File: config.mk
export PLATFORM = sky130hd
export DESIGN_NAME = prog_loader
export DESIGN_NICKNAME = d
export VERILOG_FILES = /design/src/rtl/prog_loader.sv
export SDC_FILE = /design/constraint.sdc
export NUM_CORES = 1
export LEC_CHECK = 0
export ABC_AREA = 1
export ABC_CLOCK_PERIOD_IN_PS = 3660
export CORE_UTILIZATION = 60
export CTS_CLUSTER_DIAMETER = 150
export DETAILED_ROUTE_END_ITERATION = 6
export GPL_TIMING_DRIVEN = 0
export PLACE_DENSITY_LB_ADDON = 0.3
export RECOVER_POWER = 25
export SYNTH_ARGS = -nofsm -noshare
export SYNTH_HDL_FRONTEND = slang
export SYNTH_SLANG_ARGS = --single-unit
export TNS_END_PERCENT = 20
File: constraint.sdc
create_clock -name clock -period 3.66 [get_ports clock]
set_clock_uncertainty 0.1 [all_clocks]
set_input_delay 1.098 -clock clock [delete_from_list [all_inputs] [get_ports clock]]
set_output_delay 1.098 -clock clock [all_outputs]
set_load 0.01 [all_outputs]
File: src/rtl/prog_loader.sv
// -----------------------------------------------------------------------------
// prog_loader
//
// Writer side of the instruction memory. Receives a framed byte stream from a
// serial byte receiver and writes 32-bit words sequentially into the write port
// of instr_mem. While a frame is in progress cpu_hold is raised; the top level
// ORs it into the processor reset so the pipeline restarts on the new program.
//
// Frame: 0xA5 (sync), N (word count), 4*N data bytes MSB first, [checksum].
//
// Build option:
//   PROG_LOADER_CHECKSUM_EN  when defined, a trailing byte equal to the XOR of
//                            all data bytes is required before done is raised.
//                            When undefined, the frame ends after the last word
//                            and any trailing byte is ignored.
//
// Parameters:
//   ADDR_W   word-address width, capacity 2**ADDR_W words
//   TIMEOUT  max idle cycles between bytes inside a frame before aborting
//
// Ports:
//   clock       system clock, rising edge
//   reset       synchronous, active-high reset
//   start       level; loader armed while high
//   rx_data     received byte
//   rx_valid    one-cycle strobe qualifying rx_data
//   mem_addr    word address for instr_mem writes
//   mem_data    write data
//   mem_wren    one-cycle write strobe
//   cpu_hold    high while a frame is in progress
//   done        high after a successful load until start falls
//   error       high after an aborted frame until start falls
//   word_count  words written in the current or last frame
// -----------------------------------------------------------------------------
module prog_loader #(
   parameter int unsigned ADDR_W  = 5,
   parameter int unsigned TIMEOUT = 50000
) (
   input  logic              clock,
   input  logic              reset,
   input  logic              start,
   input  logic [7:0]        rx_data,
   input  logic              rx_valid,
   output logic [ADDR_W-1:0] mem_addr,
   output logic [31:0]       mem_data,
   output logic              mem_wren,
   output logic              cpu_hold,
   output logic              done,
   output logic              error,
   output logic [ADDR_W:0]   word_count
);

   localparam int unsigned CntW     = ADDR_W + 1;
   localparam int unsigned TmrW     = $clog2(TIMEOUT + 1);
   localparam int unsigned Cap      = 2 ** ADDR_W;
   localparam logic [7:0]  SyncByte = 8'hA5;

   typedef enum logic [2:0] {
      StIdle,
      StSync,
      StLen,
      StData,
`ifdef PROG_LOADER_CHECKSUM_EN
      StChk,
`endif
      StDone,
      StErr
   } state_e;

   state_e            state_q;
   logic [ADDR_W-1:0] mem_addr_q;
   logic [31:0]       mem_data_q;
   logic              mem_wren_q;
   logic              cpu_hold_q;
   logic              done_q;
   logic              error_q;
   logic [CntW-1:0]   word_count_q;
   logic [CntW-1:0]   len_q;
   logic [23:0]       shift_q;     // first three bytes of the word being assembled
   logic [1:0]        byte_idx_q;
   logic [TmrW-1:0]   timer_q;
`ifdef PROG_LOADER_CHECKSUM_EN
   logic [7:0]        csum_q;
`endif

   logic [TmrW-1:0]   timer_d;
   logic [CntW-1:0]   word_count_d;
   logic [31:0]       word_d;
   logic              in_frame;
   logic              frame_full;
   logic              abort;

   always_comb begin
      timer_d      = timer_q + TmrW'(1);
      word_count_d = word_count_q + CntW'(1);
      word_d       = {shift_q, rx_data};
      in_frame     = (state_q == StLen) || (state_q == StData);
`ifdef PROG_LOADER_CHECKSUM_EN
      in_frame     = in_frame || (state_q == StChk);
`endif
      frame_full   = (word_count_q == len_q);
      // Dropping start or running out of idle time kills the frame outright.
      abort        = in_frame &&
                     (!start || (!rx_valid && (timer_d == TmrW'(TIMEOUT))));
   end

   always_ff @(posedge clock) begin
      if (reset) begin
         state_q      <= StIdle;
         mem_addr_q   <= '0;
         mem_data_q   <= '0;
         mem_wren_q   <= 1'b0;
         cpu_hold_q   <= 1'b0;
         done_q       <= 1'b0;
         error_q      <= 1'b0;
         word_count_q <= '0;
         len_q        <= '0;
         shift_q      <= '0;
         byte_idx_q   <= '0;
         timer_q      <= '0;
`ifdef PROG_LOADER_CHECKSUM_EN
         csum_q       <= '0;
`endif
      end else begin
         mem_wren_q <= 1'b0;
         // After a strobe, advance to the next free word; wraps only after the
         // final write of a full-capacity frame.
         if (mem_wren_q) begin
            mem_addr_q <= word_count_q[ADDR_W-1:0];
         end

         if (abort) begin
            // Taking this branch skips the DATA write, suppressing any pending strobe.
            state_q    <= StErr;
            cpu_hold_q <= 1'b0;
            error_q    <= 1'b1;
         end else begin
            unique case (state_q)
               StIdle: begin
                  if (start) begin
                     state_q      <= StSync;
                     done_q       <= 1'b0;
                     error_q      <= 1'b0;
                     word_count_q <= '0;
                     mem_addr_q   <= '0;
                  end
               end

               StSync: begin
                  cpu_hold_q <= 1'b0;
                  if (!start) begin
                     state_q <= StIdle;
                  end else if (rx_valid && (rx_data == SyncByte)) begin
                     state_q    <= StLen;
                     cpu_hold_q <= 1'b1;
                     timer_q    <= '0;
                  end
               end

               StLen: begin
                  if (rx_valid) begin
                     timer_q <= '0;
                     if ((rx_data == 8'h00) || (32'(rx_data) > Cap)) begin
                        state_q    <= StErr;
                        cpu_hold_q <= 1'b0;
                        error_q    <= 1'b1;
                     end else begin
                        state_q    <= StData;
                        len_q      <= CntW'(rx_data);
                        byte_idx_q <= '0;
`ifdef PROG_LOADER_CHECKSUM_EN
                        csum_q     <= '0;
`endif
                     end
                  end else begin
                     timer_q <= timer_d;
                  end
               end

               StData: begin
                  if (frame_full) begin
                     // Last strobe is on the bus this cycle; done follows it.
                     state_q    <= StDone;
                     cpu_hold_q <= 1'b0;
                     done_q     <= 1'b1;
                  end else if (rx_valid) begin
                     timer_q    <= '0;
                     shift_q    <= word_d[23:0];
                     byte_idx_q <= byte_idx_q + 2'd1;
`ifdef PROG_LOADER_CHECKSUM_EN
                     csum_q     <= csum_q ^ rx_data;
`endif
                     if (byte_idx_q == 2'd3) begin
                        mem_wren_q   <= 1'b1;
                        mem_data_q   <= word_d;
                        mem_addr_q   <= word_count_q[ADDR_W-1:0];
                        word_count_q <= word_count_d;
`ifdef PROG_LOADER_CHECKSUM_EN
                        // Enter CHK alongside the strobe so a back-to-back
                        // checksum byte is not lost.
                        if (word_count_d == len_q) begin
                           state_q <= StChk;
                        end
`endif
                     end
                  end else begin
                     timer_q <= timer_d;
                  end
               end

`ifdef PROG_LOADER_CHECKSUM_EN
               StChk: begin
                  if (rx_valid) begin
                     timer_q    <= '0;
                     cpu_hold_q <= 1'b0;
                     if (rx_data == csum_q) begin
                        state_q <= StDone;
                        done_q  <= 1'b1;
                     end else begin
                        state_q <= StErr;
                        error_q <= 1'b1;
                     end
                  end else begin
                     timer_q <= timer_d;
                  end
               end
`endif

               StDone: begin
                  cpu_hold_q <= 1'b0;
                  if (!start) begin
                     state_q <= StIdle;
                     done_q  <= 1'b0;
                  end
               end

               StErr: begin
                  cpu_hold_q <= 1'b0;
                  if (!start) begin
                     state_q <= StIdle;
                     error_q <= 1'b0;
                  end
               end

               default: begin
                  state_q <= StIdle;
               end
            endcase
         end
      end
   end

   assign mem_addr   = mem_addr_q;
   assign mem_data   = mem_data_q;
   assign mem_wren   = mem_wren_q;
   assign cpu_hold   = cpu_hold_q;
   assign done       = done_q;
   assign error      = error_q;
   assign word_count = word_count_q;

endmodule

==> reports/results.ini <==
[place]
io_buffers=58
hpwl_um=9471
place_congestion=0.9319
dp.cells=891
post-place-ws_ns=0.2366

[finish]
drive_gt1_frac=0.06460
fin_cells=907
diodes=0
syn2layout_area_growth_pct=18.56
fin_nets=816

[synthesis]
postSynthAreaPerCell_um2=6.677
synth_area_leader_cell=dfxtp_1
syn-cell-area_um2=4881
synthTopCellsByArea=dfxtp_1 40%, nand2_1 16%, nor2_1 8.4%
synth-seq-area-share=0.4019
synth.distinct_cells=38
ys.warnings.count=0
syn_inst=731
yosys.area.top_type_share=0.4019
ys_ff_latch=98
syn_nets=747

[clocking]
root_buffer=clkbuf_8
clk_pin_slew_ns=0.11
holdBufCountCts=0
cts_inserted_buffers=9
cts.repair.resized=0
h-tree-depth=3
cts_sinks=98
clockBufferDepth=2
clock_latency_ns=0.38
post_cts_buffers=0
cts_tree=built

[hold_path]
hp-class=reg -> reg

[worst_setup_path]
end_kind=flop
critical_path_class=in -> reg
arrival_ns=3.31
cp_max_fo=10
startpoint_type=primary input
required_ns=3.83

[routing]
drc=0
drt_pass1_iterations=5
ant_nets=0
wire_per_inst_um=14.39
dr.first_iter.drc_count=556
drt-vias-per-instance=5.623
vias=5100
drt-total-wl_um=13050

[floorplanning]
num_rows=32
initial_core_util=0.6252
die_w_um=92.20
dieArea_um2=8500
ios=59
die_h_um=92.20
fp.coreArea_um2=7807

[global_route]
grtUsageTotal=0.3206
grt_pass1_vias=4738
grt_max_degree=20
antenna_found_initial=0
overflow=0
grt_pass1_wl_um=21750

[sta]
finalHoldViolations=0
rsz0062_at_grt=no
period_share=0.8562
slew_violations=0
worst_pin_slew_ns=0.6522
setup_ws_ns=0.5265
fin_setup_tns_ns=0
post-route-min-period_ns=3.134
fmax_ghz=0.3191
setup_viol_count_final=0
whs_ns=0.3660
relSlewSlack=0.5636

[power]
peakVddDrop_mv=0.2602
p_leak_nw=2.508
p_total_w=0.002758
powerDensity_nw_per_um2=476.6

[flow_run]
drv_cap=0

[run_status]
status=finished clean

[per-layer routing]
| metal | track usage | routed length [um] |
|---|---|---|
| met5 | 0 | 0 |
| met4 | 0.1445 | 337 |
| met3 | 0.03648 | 1021 |
| met2 | 0.5323 | 6157 |
| met1 | 0.4176 | 5539 |
[sequential cells by signal, indices dropped and copies added, names as in the netlist]
register    flops
word_count      6
timer_q        16
mem_wren        1
len_q           6
error           1
byte_idx_q      2
done            1
state_q         3
cpu_hold        1
mem_addr        5
shift_q        24
mem_data       32
[cell type report]
type	instances	area (um2)
clock buffer	9	123.9
fill	636	2021
buffer	33	177.7
inverter	67	251.5
timing repair buffer	58	580.6
clock inverter	7	73.82
tap	102	127.6
sequential	98	1962
multi-input combinational	533	2490
[cell usage after synthesis]
library cell	n
nor2_4	3
dfxtp_1	98
o21bai_1	3
nand2_4	1
o21ai_1	7
a311oi_1	1
xnor2_1	3
ha_1	4
a21oi_2	1
nand3_1	45
a21oi_1	48
nand2_2	2
o2111ai_1	1
nor2_2	3
buf_2	7
buf_1	10
nor2_1	109
clkbuf_1	7
nand3b_1	2
or2_2	2
a22oi_1	1
nor3_1	7
nand4_1	35
inv_1	64
nand2_1	211
o21ai_0	23
buf_6	3
o31ai_1	7
o211ai_1	1
xor2_1	4
nand3_2	4
nand4_4	1
buf_4	6
inv_2	3
and2_1	1
and2_0	1
nor4_1	1
o21a_1	1
[worst max-delay path: stages]
cell	delay, ns
clkdlybuf4s50_1	0.67
nand2_1	0.09
nor3_1	0.15
nand3_1	0.19
nand2_1	0.12
inv_1	0.06
a21oi_1	0.10
o21ai_0	0.11
a21oi_2	0.20
buf_2	0.27
o31ai_1	0.11
nand2_1	0.08
nor2_1	0.04
[power breakdown]
part           switching [W]  internal, W
clock               0.000438     0.000268
combinational       0.000506     0.000267
sequential          0.000116      0.00116
total                0.00106      0.00170
[through the flow]
step,utilization,area (um2)
2_1_floorplan,-,4881
6_report,0.7412,5787
3_5_place_dp,0.7159,5589
5_1_grt,0.7412,5787
3_3_place_gp,0.7159,5589
4_1_cts,0.7412,5787
[cell usage in the layout, fill, tap and decap left out, types with 10 or more instances in the layout]
cell type	instances
nand3_1	45
clkdlybuf4s50_1	22
nand4_1	35
buf_1	10
inv_1	64
nor2_1	109
dfxtp_1	98
dlygate4sd3_1	36
o21ai_0	23
a21oi_1	48
nand2_1	211
[path summary, 6_finish.rpt]
path         startpoint           end  slack (ns)  cells after the start
max          rx_data[5]   timer_q[11]        0.53                     13
min            len_q[4]      len_q[4]        0.37                      2
min reg2reg    len_q[4]      len_q[4]        0.37                      2
max reg2reg  timer_q[1]  mem_data[22]        1.03                     16
[logic make-up after synthesis]
| logic type | share of synthesized area |
|---|---|
| compound gates | 0.1054 |
| xor+xnor | 0.01256 |
| fa+ha+maj | 0.01025 |
| buf+inv | 0.08793 |
| flops | 0.4019 |
| simple gates | 0.3820 |
(Power assumes the default switching activity.)
